**src/rtl/ttt_board_ctrl.sv**
```systemverilog
// rtl/ttt_board_ctrl.sv - tic-tac-toe board, turn and verdict controller
// Optional single-level undo history is built only when TTT_UNDO_EN is defined.
module ttt_board_ctrl #(
  parameter logic FIRST_PLAYER = 1'b0
) (
  input  logic       clk,
  input  logic       rst,
  input  logic       new_game,
  input  logic       move_valid,
  input  logic [3:0] move_pos,
  output logic       move_ready,
  input  logic       undo,
  input  logic       x_win_in,
  input  logic       o_win_in,
  output logic [8:0] board_x,
  output logic [8:0] board_o,
  output logic       turn,
  output logic [3:0] move_count,
  output logic       illegal_move,
  output logic       game_over,
  output logic [1:0] winner
);

  typedef enum logic [1:0] {
    S_PLAY  = 2'd0,
    S_CHECK = 2'd1,
    S_DONE  = 2'd2
  } state_t;

  state_t     state;
  logic [8:0] pos_mask;
  logic       cell_free;
  logic       take_undo;

  // pos_mask is all-zero for positions 9..15, which makes them illegal for free
  always_comb begin
    pos_mask = 9'd0;
    for (int i = 0; i < 9; i++) begin
      pos_mask[i] = (move_pos == 4'(i));
    end
  end

  assign cell_free = (pos_mask != 9'd0) && ((pos_mask & (board_x | board_o)) == 9'd0);

`ifdef TTT_UNDO_EN
  logic       hist_valid;
  logic [8:0] hist_mask;
  logic       hist_player;

  assign take_undo = undo && hist_valid;

  always_ff @(posedge clk) begin
    if (rst || new_game) begin
      hist_valid  <= 1'b0;
      hist_mask   <= 9'd0;
      hist_player <= 1'b0;
    end else if (state == S_PLAY) begin
      if (take_undo) begin
        hist_valid <= 1'b0;
      end else if (move_valid && cell_free) begin
        hist_valid  <= 1'b1;
        hist_mask   <= pos_mask;
        hist_player <= turn;
      end
    end
  end
`else
  logic unused_undo;
  assign unused_undo = undo;
  assign take_undo   = 1'b0;
`endif

  always_ff @(posedge clk) begin
    if (rst || new_game) begin
      state        <= S_PLAY;
      board_x      <= 9'd0;
      board_o      <= 9'd0;
      turn         <= FIRST_PLAYER;
      move_count   <= 4'd0;
      illegal_move <= 1'b0;
      game_over    <= 1'b0;
      winner       <= 2'b00;
      move_ready   <= 1'b1;
    end else begin
      illegal_move <= 1'b0;
      case (state)
        S_PLAY: begin
          if (take_undo) begin
`ifdef TTT_UNDO_EN
            if (hist_player) begin
              board_o <= board_o & ~hist_mask;
            end else begin
              board_x <= board_x & ~hist_mask;
            end
            move_count <= move_count - 4'd1;
            turn       <= hist_player;
`endif
          end else if (move_valid) begin
            if (cell_free) begin
              if (turn) begin
                board_o <= board_o | pos_mask;
              end else begin
                board_x <= board_x | pos_mask;
              end
              move_count <= move_count + 4'd1;
              state      <= S_CHECK;
              move_ready <= 1'b0;
            end else begin
              illegal_move <= 1'b1;
            end
          end
        end
        // detector inputs now reflect the board written on the previous edge
        S_CHECK: begin
          if (x_win_in) begin
            winner    <= 2'b01;
            game_over <= 1'b1;
            state     <= S_DONE;
          end else if (o_win_in) begin
            winner    <= 2'b10;
            game_over <= 1'b1;
            state     <= S_DONE;
          end else if (move_count == 4'd9) begin
            winner    <= 2'b11;
            game_over <= 1'b1;
            state     <= S_DONE;
          end else begin
            turn       <= ~turn;
            move_ready <= 1'b1;
            state      <= S_PLAY;
          end
        end
        S_DONE: begin
          game_over  <= 1'b1;
          move_ready <= 1'b0;
        end
        default: begin
          state      <= S_PLAY;
          move_ready <= 1'b1;
        end
      endcase
    end
  end

endmodule

```
**config.mk**
```make
export PLATFORM = sky130hd
export DESIGN_NAME = ttt_board_ctrl
export DESIGN_NICKNAME = d
export VERILOG_FILES = /design/src/rtl/ttt_board_ctrl.sv
export SDC_FILE = /design/constraint.sdc
export NUM_CORES = 1
export LEC_CHECK = 0
export CAP_MARGIN = 20
export CORE_MARGIN = 8
export CORE_UTILIZATION = 51
export CTS_CLUSTER_DIAMETER = 150
export DETAILED_ROUTE_END_ITERATION = 7
export PLACE_DENSITY_LB_ADDON = 0.25
export SLEW_MARGIN = 5
export SYNTH_ARGS = -nofsm -noshare
export SYNTH_HDL_FRONTEND = slang
export SYNTH_SLANG_ARGS = --single-unit
```
**constraint.sdc**
```tcl
create_clock -name clk -period 3.7 [get_ports clk]
set_input_delay 0.37 -clock clk [delete_from_list [all_inputs] [get_ports clk]]
set_output_delay 0.37 -clock clk [all_outputs]
set_load 0.005 [all_outputs]
```
==> summary.md, run 1 <==
* 182 — post-synth net total
* 5.825 — via/cell ratio
* 0.5259 — effective utilization at floorplan
* 0.001782 mm^2 — dpl cell area
* 0.33 ns — Clock Latency Late Sink
* 0.6373 nW — cell leakage power
* 30 — synthesized flop and latch total
* 0 — antenna violations before repair
* 0.2550 — sw frac
* board_x[4] — source of the worst hold timing path
* 0.004742 mm^2 — total die area
* 28.18% — Area growth syn-to-layout
* 4 — count of TritonRoute iterations in the first routing pass
* 0 — Finish-stage setup viols
* 14.90 um — average wire per cell in the routed design
* 0 — share of flip-flops with an asynchronous set or reset
* dfxtp_1, nand2_1, o21ai_0 — ranking of synthesized cells by instance count
* 30 — maximum number of pins on one net before global-route repair
* 0.1607 — GRT Overall Usage
* 1.80 ns — flop2flop setup slack
* 0.6091 — share of the cycle needed by the critical path after routing
* 6 — number of cells on the worst reg-to-reg path
* completed — outcome
* 0 — number of antenna diodes
* 0.7334 — Relative slew margins
* 2 — cell count of the worst hold path
* 68.86 um — width of the die
* 0 — max-slew violation count
* no — unrepaired setup endpoints after global routing
* 572.0 uW — overall power after layout
* 0.1844 — fraction of the mapped netlist area in compound gates
* 14 — Crit Path Max Fanout
* 313.1 mW/mm^2 — Power per Cell Area
* 0.09852 — share of cells above drive strength 1
* 0.7835 — weighted congestion reported at the end of routability-driven placement
* 0.09 ns — Reg clk slew, reported paths
* dfxtp_1 — cell with the most instances after synthesis
* 2 — number of buffers between clock root and the deepest sink
* 0 — remaining design rule violation count
* 37 — IO Port Bufs
* 3.90 ns — required time of the critical path
* 0.001827 mm^2 — fin area
* flip-flop to flip-flop — Hold/Removal Path Class
* 0 — Hold Violations, Final
* 2594 um — DP Wirelength
* 0.006146 — post-synthesis xor/xnor area fraction
* 0 — yosys synthesis warning count
* 8.585 um^2 — average footprint of a synthesized cell
* 39 — number of ports placed on the die boundary
* 0.6741 — core occupancy in the finished layout
* 0.2634 — area share of and/or/nand/nor cells after synthesis
* 19 — number of rows in the core area
* 5 — total clock buffers created by CTS
* yes — clock tree from TritonCTS
* 1.088 ns — placement-stage worst setup slack
* 0 — count of instances resized after the clock tree is built
* 1.446 ns — final worst-path setup slack
* 0 — residual antenna-violating net count after detailed routing
* 0.3988 ns — Worst Max-Slew Pin Slew
* 0 — total congestion overflow after global routing
* 0 ns — Final TNS setup
* dfxtp_1 — top flip-flop cell by instance count after synthesis
* 0.008820 ns — clock skew after layout
* 0.001425 mm^2 — cell area after technology mapping
* 67 — number of design-rule violations left by the first detailed-router iteration
* board_x[4] — startpoint of the worst register-to-register path
* 426.1 uW — total internal power
* 0 — post-CTS setup buffer count
* 0.4214 — share of the synthesized area in the top cell type
* 0.01493 — share of cell area taken by muxes after synthesis
* dfxtp_1, o21ai_0, nand2_1 — leading post-synthesis cells by cell area
* 0.4214 — sequential fraction of the synthesis area
* board_x[4] — Worst Hold Path EP
* 0.002710 mm^2 — area of the core
* 68.86 um — die span in y
* 2 — number of H-tree branching levels
* 2.46 ns — Arrival @ worst endpoint
* 5692 um — wire length of the first global-routing pass
* 2.254 ns — shortest period the worst path allows
* 0 — number of flops mapped to enable cells by yosys
* 1363 — vias
* 0.4437 GHz — maximum operating frequency
* board_o[2] — end of the worst register-to-register path
* input pin — startpoint type of the worst setup path
* 44 — synth unique cells
* 0 — Max Cap Viol
* 0.111 — logic gate share of total power
* 1336 — vias in the first global route
* 0.315 — clock share of power
* 3486 um — final WL
* 244 — fill cell instance count of the final layout
* 0 — Post-CTS Hold Fix Bufs
* 30 — total clock sinks
* 0.04390 — share of synthesized cell area in full adder, half adder and majority cells
* 166 — instance count of the mapped netlist
* 0.2751 mV — maximum vdd drop
* 0.574 — Flop pwr share
* 145.9 uW — switching power summed over all nets
* dfxtp_1 — library cell occupying the most area in the post-synthesis netlist
* 219 — Final nets
* flip-flop — crit path capture type
* simple AND/OR/NAND/NOR gates — main combinational cell family by area after synthesis
* input pin to flip-flop — category of the critical setup timing path
* clkbuf_4 — clock root buffer
==> cell type report <==
type,instances,area (um^2),area share
Clock buffer,7,45.04,0.02466
Inverter,7,26.28,0.01438
Multi-Input combinational cell,120,730.7,0.4000
Sequential cell,30,600.6,0.3288
Tap cell,31,38.79,0.02123
Timing Repair Buffer,39,385.4,0.2110
==> per-layer routing <==
metal  track usage  part of all wire
met1        0.1563              0.39
met2        0.2785              0.52
met3       0.07431             0.073
met4       0.08521             0.023
met5             0                 0
==> how the worst max path moves through the flow <==
stage | slack (ns) | startpoint | endpoint
2_1_floorplan | 1.87 | move_pos[1] | state[1]
3_3_place_gp | 1.13 | move_pos[0] | board_o[0]
3_5_place_dp | 1.09 | move_pos[0] | board_o[4]
4_1_cts | 1.45 | move_pos[0] | board_o[4]
5_1_grt | 1.25 | move_pos[0] | board_o[4]
6_report | 1.45 | move_pos[0] | board_o[2]
==> critical path, stage by stage <==
cell and delay (ns):
clkdlybuf4s50_1 0.58, or4b_1 0.59, o22ai_1 0.17, and4bb_4 0.27, nand4_1 0.32, o21ai_0 0.15
==> placed cells by master (no fill, tap or decap), types with 4 or more instances in the layout <==
master           count
nand4_1              7
nand3_1              4
o21ai_0             21
nand2_1             24
inv_1                7
nor2_1              15
clkdlybuf4s50_1     37
ha_1                 5
clkbuf_4             5
dfxtp_1             30
==> power by group through the flow <==
stage                     clock network (mW)  logic (mW)  registers, mW
after global routing                   0.200      0.0698          0.329
after global placement                     0      0.0606          0.336
after detailed placement                   0      0.0626          0.336
after floorplan                            0      0.0404          0.336
after CTS                              0.184      0.0630          0.328
final                                  0.180      0.0634          0.328
==> through the flow <==
step                cells  hold slack (ns)
finish                234           0.4761
global route          234           0.5047
CTS                   234           0.4775
detailed placement    227           0.4583
global placement      227           0.4561
floorplan             166           0.4548
==> sequential cells by signal, indices dropped and copies added, names as in the netlist <==
name and count:
board_o 9, board_x 9, move_count 4, state 2
winner 2, game_over 1, illegal_move 1, move_ready 1
turn 1
==> logic make-up after synthesis <==
kind of cell,Yosys count
compound gates,41
xor+xnor,1
fa+ha+maj,5
buf+inv,16
flops,30
mux,2
simple gates,71
Note: power is estimated with default switching activity, not from simulation.
==> inputs of run 2 (changes only) <==
--- a/config.mk
+++ b/config.mk
@@ -7,7 +7,7 @@
 export LEC_CHECK = 0
 export CAP_MARGIN = 20
 export CORE_MARGIN = 8
-export CORE_UTILIZATION = 51
+export CORE_UTILIZATION = 47
 export CTS_CLUSTER_DIAMETER = 150
 export DETAILED_ROUTE_END_ITERATION = 7
 export PLACE_DENSITY_LB_ADDON = 0.25
==> constraint.sdc (replaced) <==
create_clock -name clk -period 2.3 [get_ports clk]
set_input_delay 0.23 -clock clk [delete_from_list [all_inputs] [get_ports clk]]
set_output_delay 0.23 -clock clk [all_outputs]
set_load 0.005 [all_outputs]
==> run 2 against run 1 <==
Against the previous run:
- total power rose by 80%
- sequential share of layout area fell by 1.4 points
- worst setup slack got worse by 1.1 ns
- utilization fell by 3.3 points
- cell area rose by 4.5%
- via count fell by 1.7%
- critical path depth did not move
- non-clock buffer count rose by 6
- global-route usage fell by 0.80 points
- clock power rose by 120%
- clock skew fell by 0.0055 ns
- largest power group unchanged
==> summary.md, run 2 (same netlist as run 1, synthesis figures left out) <==
* 0 — total congestion overflow after global routing, unchanged
* flip-flop — crit path capture type, unchanged
* 33.89% — Area growth syn-to-layout, was 28.18%
* 0 — post-CTS setup buffer count, unchanged
* 0 — remaining design rule violation count, unchanged
* 0.4786 — effective utilization at floorplan, was 0.5259
* 0.002978 mm^2 — area of the core, was 0.002710 mm^2
* 0.8576 — share of the cycle needed by the critical path after routing
* 27 — maximum number of pins on one net before global-route repair, was 30
* 0.5070 GHz — maximum operating frequency
* 1 — buffer and inverter count on the worst path, unchanged
* 14 — Crit Path Max Fanout, unchanged
* 0.005050 mm^2 — total die area, was 0.004742 mm^2
* 2 — number of H-tree branching levels, unchanged
* 0.003271 ns — clock skew after layout, was 0.008820 ns
* board_o[4] — Worst Hold Path EP, was board_x[4]
* 1340 — vias, was 1363
* 2 — cell count of the worst hold path, unchanged
* board_o[4] — source of the worst hold timing path, was board_x[4]
* clkdlybuf4s50_1 > or4b_1 > o22ai_1 > and4bb_4 > nand3_1 > o21ai_0 — cell breakdown of the critical path, was clkdlybuf4s50_1 > or4b_1 > o22ai_1 > and4bb_4 > nand4_1 > o21ai_0
* 71.07 um — width of the die, was 68.86 um
* 0 — count of instances resized after the clock tree is built, unchanged
* 0.4217 mV — maximum vdd drop, was 0.2751 mV
* 39 — number of ports placed on the die boundary, unchanged
* simple AND/OR/NAND/NOR gates — cell family with most CP delay, unchanged
* 0 — Hold Violations, Final, unchanged
* 5 — total clock buffers created by CTS, unchanged
* board_o: 9 flops, board_x: 9 flops, move_count: 4 flops — largest registers, unchanged
* 0.1381 — share of cells above drive strength 1, was 0.09852
* input pin to flip-flop — category of the critical setup timing path, unchanged
* clkbuf_4 — clock root buffer, unchanged
* 0.6408 — core occupancy in the finished layout, was 0.6741
* or4b_1 — Slowest cell on crit path, unchanged
* 0.33 ns — Clock Latency Late Sink, about the same
* 0 — Max Cap Viol, unchanged
* 6279 um — wire length of the first global-routing pass, was 5692 um
* move_count[1] — startpoint of the worst register-to-register path, was board_x[4]
* 0 — Post-CTS Hold Fix Bufs, unchanged
* 0.3495 ns — Worst Max-Slew Pin Slew, was 0.3988 ns
* 730.7 um^2 — area of the multi-input gates, unchanged
* 5.514 — via/cell ratio, was 5.825
* input pin — startpoint type of the worst setup path, unchanged
* 272 — fill cell instance count of the final layout, was 244
* 0.1527 — GRT Overall Usage, was 0.1607
* 1414 — vias in the first global route, was 1336
* 14.58 um — average wire per cell in the routed design, was 14.90 um
* no — unrepaired setup endpoints after global routing, unchanged
* 0.6840 nW — cell leakage power, was 0.6373 nW
* 2695 um — DP Wirelength, was 2594 um
* 3542 um — final WL, was 3486 um
* 4 — count of TritonRoute iterations in the first routing pass, unchanged
* 0.1564 — met1 usage in global routing, was 0.1563
* 225 — Final nets, was 219
* 0 — max-slew violation count, unchanged
* 109 — number of design-rule violations left by the first detailed-router iteration, was 67
* move_ready — end of the worst register-to-register path, was board_o[2]
* 30 — total clock sinks, unchanged
* 2.18 ns — Arrival @ worst endpoint, was 2.46 ns
* 0.7609 — Relative slew margins, was 0.7334
* 0.2636 — GR met2 Demand/Resource, was 0.2785
* 37 — IO Port Bufs, unchanged
* clkdlybuf4s50_1 — commonest non-fill, non-tap cell in the layout, unchanged
* 6 — number of cells on the worst reg-to-reg path, unchanged
* 71.07 um — die span in y, was 68.86 um
* 2.51 ns — required time of the critical path, was 3.90 ns
* flip-flop to flip-flop — Hold/Removal Path Class, unchanged
* 0.05226 — met3 layer usage reported by global route, was 0.07431
* met2 — busiest grt layer, unchanged
* 0.55 ns — CP max stage delay, was 0.59 ns
* 1.972 ns — shortest period the worst path allows
* 539.1 mW/mm^2 — Power per Cell Area, was 313.1 mW/mm^2
* 0.45 ns — flop2flop setup slack, was 1.80 ns
* completed — outcome, unchanged
* yes — clock tree from TritonCTS, unchanged
* 0.09 ns — Reg clk slew, reported paths, about the same
* 0 — antenna violations before repair, unchanged
* 0.001908 mm^2 — fin area, was 0.001827 mm^2
* 600.6 um^2 — total area of sequential cells, unchanged
* 0.9005 — weighted congestion reported at the end of routability-driven placement, was 0.7835
* 2 — number of buffers between clock root and the deepest sink, unchanged
* 0 — residual antenna-violating net count after detailed routing, unchanged
* 0 — number of antenna diodes, unchanged
* 0 — Finish-stage setup viols, unchanged
* clkdlybuf4s50_1, dfxtp_1, nand2_1, o21ai_0, nor2_1 — commonest cells after routing, fill and taps aside, unchanged
* 20 — number of rows in the core area, was 19
* 0.001829 mm^2 — dpl cell area, was 0.001782 mm^2
[run 2: cell count changes in the layout (fill, tap and decap cells not counted)]
cell,change
clkbuf_8,+3
clkbuf_1,-2
buf_4,+6
[run 2: where the power goes]
part / switching [mW] / internal, mW / total, mW
logic: 0.0570 / 0.0508 / 0.108
registers: 0.00398 / 0.524 / 0.528
clock network: 0.184 / 0.209 / 0.393
[run 2: worst register-to-register path, cell delays in order, from the launching register on]
cell     delay [ns]
dfxtp_1        0.40
inv_1          0.08
ha_1           0.18
and3_1         0.20
o31a_1         0.30
mux2_2         0.29
a311o_1        0.31
[run 2: how the worst max path moves through the flow]
stage             startpoint          to  slack (ns)  cells after the start
4_1_cts          move_pos[1]  board_x[6]        0.30                      6
3_5_place_dp     move_pos[1]  board_x[6]       -0.04                      6
5_1_grt          move_pos[1]  board_x[8]        0.18                      6
3_3_place_gp     move_pos[1]  board_x[2]        0.02                      6
6_report         move_pos[1]  board_x[6]        0.33                      6
2_1_floorplan  move_count[1]  move_ready        0.59                      6
[run 2: layout make-up]
class / instances / share of cell area
Multi-Input combinational cell: 120 / 0.3830
Sequential cell: 30 / 0.3148
Timing Repair Buffer: 45 / 0.2256
Clock buffer: 8 / 0.04131
Tap cell: 33 / 0.02164
Inverter: 7 / 0.01377
[run 2: through the flow]
stage          instances  worst slack [ns]  power, mW  setup TNS, ns  hold WS (ns)
2_1_floorplan        166            0.5874     0.6052              0        0.3246
3_3_place_gp         235           0.01692     0.6429              0        0.4548
3_5_place_dp         235          -0.04380     0.6475        -0.2120        0.4666
4_1_cts              243            0.3023      1.036              0        0.4825
5_1_grt              243            0.1793      1.075              0        0.5110
6_report             243            0.3276      1.029              0        0.4827
[run 2: routing by layer]
metal | part of all wire | wire, um
met5 | 0 | 0
met3 | 0.070 | 247
met1 | 0.40 | 1403
met2 | 0.51 | 1820
met4 | 0.020 | 71
